## config.mk

```make
export PLATFORM = sky130hd
export DESIGN_NAME = rom_boot_copier
export DESIGN_NICKNAME = d
export VERILOG_FILES = /design/src/rtl/rom_boot_copier.sv
export SDC_FILE = /design/constraint.sdc
export NUM_CORES = 1
export LEC_CHECK = 0
export CORE_UTILIZATION = 60
export DETAILED_ROUTE_END_ITERATION = 6
export DONT_BUFFER_PORTS = 1
export PLACE_DENSITY = 0.76
export SYNTH_ARGS = -nofsm -noshare
export SYNTH_HDL_FRONTEND = slang
export SYNTH_SLANG_ARGS = --single-unit
```

## constraint.sdc

```tcl
create_clock -name clk -period 4.2 [get_ports clk]
set_input_delay 0.63 -clock clk [delete_from_list [all_inputs] [get_ports clk]]
set_output_delay 0.63 -clock clk [all_outputs]
set_load 0.005 [all_outputs]
```

## src/rtl/rom_boot_copier.sv

```systemverilog
// rom_boot_copier: boot-time copy engine between the program ROM and RAM.
// Streams every ROM byte into the RAM write port, optionally checks the
// 4-byte image header, and releases the CPU reset only after a clean copy.
module rom_boot_copier #(
    parameter int                    ROM_ADDR_W  = 7,
    parameter int                    ROM_SIZE    = 128,
    parameter int                    RAM_ADDR_W  = 16,
    parameter logic [RAM_ADDR_W-1:0] RAM_BASE    = '0,
    parameter bit                    CHECK_MAGIC = 1'b1,
    parameter logic [31:0]           MAGIC       = 32'h4153524D
) (
    input  logic                  clk,
    input  logic                  reset,
    input  logic                  start,
    output logic [ROM_ADDR_W-1:0] rom_addr,
    output logic                  rom_enable,
    input  logic [7:0]            rom_data,
    output logic [RAM_ADDR_W-1:0] ram_addr,
    output logic [7:0]            ram_data,
    output logic                  ram_write,
    output logic                  cpu_reset,
    output logic                  done,
    output logic                  error
);

    // The counter must reach ROM_SIZE itself (the final write-only cycle),
    // so it is one bit wider than the ROM address.
    localparam int                    CNT_W      = ROM_ADDR_W + 1;
    localparam logic [CNT_W-1:0]      CNT_FINAL  = CNT_W'(ROM_SIZE);
    localparam logic [CNT_W-1:0]      CNT_LAST   = CNT_W'(ROM_SIZE - 1);
    localparam logic [ROM_ADDR_W-1:0] ADDR_LAST  = ROM_ADDR_W'(ROM_SIZE - 1);

    typedef enum logic [1:0] {
        ST_COPY_PENDING,
        ST_COPY,
        ST_DONE,
        ST_ERROR
    } state_t;

    state_t                  state_reg, state_next;
    logic [CNT_W-1:0]        cnt_reg, cnt_next;
    logic                    valid_reg, valid_next;
    logic [ROM_ADDR_W-1:0]   idx_reg, idx_next;
    logic [ROM_ADDR_W-1:0]   issue_addr;
    logic [3:0]              hdr_bad;
    logic                    magic_fail;

    // One comparator per header byte; only the one matching the current
    // byte index can flag a mismatch.
    genvar gi;
    generate
        for (gi = 0; gi < 4; gi++) begin : g_magic
            assign hdr_bad[gi] = (32'(idx_reg) == gi) &&
                                 (rom_data != MAGIC[31-8*gi -: 8]);
        end
    endgenerate

    assign magic_fail = CHECK_MAGIC && valid_reg &&
                        (state_reg == ST_COPY) && (|hdr_bad);

    // Address issued to the ROM this cycle: saturates at the last byte so
    // the trailing write-only cycle never wraps back to address 0.
    assign issue_addr = (cnt_reg >= CNT_LAST) ? ADDR_LAST
                                              : cnt_reg[ROM_ADDR_W-1:0];

    // RAM side is a straight pass-through, offset by the delayed index.
    assign ram_data = rom_data;
    assign ram_addr = RAM_BASE + RAM_ADDR_W'(idx_reg);

    // State, counter and data-pipeline registers.
    always_ff @(posedge clk or posedge reset) begin
        if (reset) begin
            state_reg <= ST_COPY_PENDING;
            cnt_reg   <= '0;
            valid_reg <= 1'b0;
            idx_reg   <= '0;
        end else begin
            state_reg <= state_next;
            cnt_reg   <= cnt_next;
            valid_reg <= valid_next;
            idx_reg   <= idx_next;
        end
    end

    // Next-state logic and Moore/Mealy outputs of the copy sequencer.
    always_comb begin
        state_next = state_reg;
        cnt_next   = cnt_reg;
        valid_next = 1'b0;
        idx_next   = '0;
        rom_addr   = '0;
        rom_enable = 1'b0;
        ram_write  = 1'b0;
        cpu_reset  = 1'b1;
        done       = 1'b0;
        error      = 1'b0;

        case (state_reg)
            ST_COPY_PENDING: begin
                cnt_next   = '0;
                state_next = ST_COPY;
            end
            ST_COPY: begin
                rom_addr   = issue_addr;
                rom_enable = 1'b1;
                ram_write  = valid_reg && !magic_fail;
                if (magic_fail) begin
                    state_next = ST_ERROR;
                end else if (cnt_reg == CNT_FINAL) begin
                    state_next = ST_DONE;
                end else begin
                    cnt_next   = cnt_reg + 1'b1;
                    valid_next = 1'b1;
                    idx_next   = issue_addr;
                end
            end
            ST_DONE: begin
                done      = 1'b1;
                cpu_reset = 1'b0;
                if (start) begin
                    cnt_next   = '0;
                    state_next = ST_COPY_PENDING;
                end
            end
            ST_ERROR: begin
                error = 1'b1;
                if (start) begin
                    cnt_next   = '0;
                    state_next = ST_COPY_PENDING;
                end
            end
            default: begin
                state_next = ST_COPY_PENDING;
            end
        endcase
    end

endmodule

```

==> results.cfg <==
[yosys]
yosysWarnings = 0
netlist_instances = 125
async_reset_ff_share_pct = 100
yosysUniqueCellTypes = 42
syn-cell-area_um2 = 1160
ys_ff_latch = 18
synth.area.top_cells = dfrtp_1 (39%), buf_4 (11%), nor2_1 (7.8%)
synth_common_cells = nor2_1 (24), dfrtp_1 (18), buf_4 (17), inv_1 (7), nand2_1 (5)
avgSynthCellArea_um2 = 9.30
yosys.area.top_type = dfrtp_1
ys_seq_area_share_pct = 38.8
synth_edf_count = 0
synth_top_area_share_pct = 38.8
ys.flop_type = dfrtp_1
yosysMostFrequentCell = nor2_1

[placement]
hpwl_mm = 1.48
io_buffers = 0
routabilityCongestion = 0.820
placed_cell_area_um2 = 1070

[floorplan]
start_util_pct = 65.9
ios = 47
dieArea_um2 = 2120
num_rows = 15
chipWidth_um = 46.0
core_um2 = 1760
die_y_um = 46.0

[clock_network]
cts_max_level = 1
ctsResizeCount = 0
cts_root_buffer = clkbuf_4
cts_buffers = 3
cts.sinks = 18
cts_setup_buffers = 0
cts_buffer_depth = 2
cts_hold_buf = 0
clk_pin_slew_ps = 100
cts_tree = done
clkLatencyLatePin_ps = 300

[worst_setup_path]
crit_type = reg -> out
path_cells = ha_1 > and3_1 > and3_1 > a211oi_1 > nor2_1
path_buf_inv = 0
critPathArrivalTime_ps = 1800
crit_path_start_kind = flop
crit_path_top_delay_cell = dfrtp_1
crit_top_cell = and3_1
critPathMaxFanout = 5
critPathTopFamily = simple AND/OR/NAND/NOR gates
cp_data_required_time_ps = 3570
slowest_delay_ps = 450
critPathCaptureType = primary output

[final_layout]
layout.nets = 131
fillers = 172
fin_area_um2 = 1100
drive_gt1_share_pct = 13.7
syn2layout_area_growth_pct = -5.06
diodes = 0
largest_register_ffs = 8

[sta]
worst_hold_slack_ps = 291
layout_min_cycle_time_ps = 2430
fin_tns_setup_ps = 0
fmax_ghz = 0.411
drv_slew = 0
hold_violations = 0
relSlewSlack_pct = 56.6
min_period_over_period_pct = 57.9
tightestPinTransition_ps = 650
setup_viol = 0
rsz0062_at_grt = false
fin_worst_skew_ps = 4.18

[power]
p_leak_nw = 0.519
p_per_area_nw_per_um2 = 524
ir_drop_v = 0.000326

[detailed_routing]
vias = 827
drt_iter0_drc = 34
detail_route.first_pass.iterations = 4
ant_nets = 0
drc = 0
vias_per_cell = 5.82
drt-total-wl_mm = 2.08
post_drt_wl_per_cell_um = 14.6

[worst_hold_path]
hold_class = in -> async

[global_route]
overflow = 0
grt_pass1_vias = 720
track_usage_pct = 20.8
grt_antenna_before_repair = 0
grt_pass1_wl_mm = 3.11
grt_max_degree = 19

[flow_run]
maxCapViolations = 0

[outcome]
status = finished clean
-- area by class of cell --
cell class                      instances  area [µm²]  area share, %
Sequential cell                        18         450           40.8
Multi-Input combinational cell         87         551           49.9
Clock buffer                            4        36.3           3.29
Inverter                                8        35.0           3.17
Tap cell                               25        31.3           2.83
-- logic make-up (layout without fill, tap and decap cells) --
group / count (synthesis) / in the layout / synth area share, %
AO/OA/AOI/OAI: 14 / 14 / 10.0
adder cells (fa/ha/maj): 2 / 2 / 2.15
buffers and inverters: 28 / 12 / 16.5
flip-flops: 18 / 18 / 38.8
multiplexers: 1 / 1 / 0.969
other: 1 / 9 / 0.323
AND/OR/NAND/NOR: 61 / 61 / 31.3
-- report_power, final --
part	internal (W)	leakage, nW	switching (W)
registers	0.000206	0.241	0.0000384
clock network	0.0000530	0.0210	0.0000550
logic	0.0000763	0.257	0.000149
total	0.000335	0.519	0.000243
-- placed cells by master, fill, tap and decap left out --
| cell type | count |
|---|---|
| a22o_1 | 1 |
| a211oi_1 | 1 |
| mux2_2 | 1 |
| nor2_4 | 1 |
| nor4b_1 | 1 |
| nor2_1 | 24 |
| nor2b_1 | 3 |
| nand3b_1 | 1 |
| o31ai_1 | 1 |
| and3_2 | 1 |
| nand4_1 | 1 |
| and3_1 | 4 |
| and3b_2 | 1 |
| nand2b_1 | 4 |
| inv_1 | 7 |
| a32o_1 | 3 |
| nor4_1 | 1 |
| clkbuf_8 | 1 |
| nand3_1 | 4 |
| nand4b_1 | 1 |
| o211ai_1 | 1 |
| a21o_2 | 1 |
| nand4_4 | 1 |
| a31oi_1 | 2 |
| a31o_2 | 2 |
| a22oi_1 | 1 |
| and4_1 | 1 |
| nor3b_1 | 2 |
| and4_2 | 1 |
| nor4bb_1 | 1 |
| nand3_4 | 1 |
| or4_4 | 1 |
| and2_1 | 1 |
| ha_1 | 2 |
| nand2_1 | 5 |
| dfrtp_1 | 18 |
| o2111ai_1 | 1 |
| inv_6 | 1 |
| conb_1 | 9 |
| clkbuf_4 | 3 |
-- final timing paths --
check	startpoint	endpoint	slack, ps	cells past startpoint
min in group clk	start	state_reg[0]	500	2
max in group asynchronous	reset	cnt_reg[5]	3490	1
max	cnt_reg[1]	rom_addr[1]	1770	5
min reg2reg	state_reg[1]	state_reg[0]	540	1
min	reset	idx_reg[0]	290	1
max reg2reg	idx_reg[3]	cnt_reg[0]	2270	6
-- stage by stage --
stage	total power, W	util [%]	instances	worst slack [ps]
detailed placement	0.000469	60.5	138	2040
global route	0.000621	62.6	142	1640
finish	0.000578	62.6	142	1770
CTS	0.000582	62.6	142	1760
global placement	0.000462	60.5	138	2070
floorplan	0.000442	-	133	2120
-- layer usage --
layer | track usage [%] | vias to the layer above | share of wire [%]
met4 | 8.82 | 0 | 1.1
met3 | 5.16 | 4 | 9.2
met1 | 24.7 | 387 | 41
li1 | - | 389 | -
met2 | 35.2 | 47 | 49
met5 | 0 | - | 0
No activity file was read; power rests on OpenSTA's default activity.
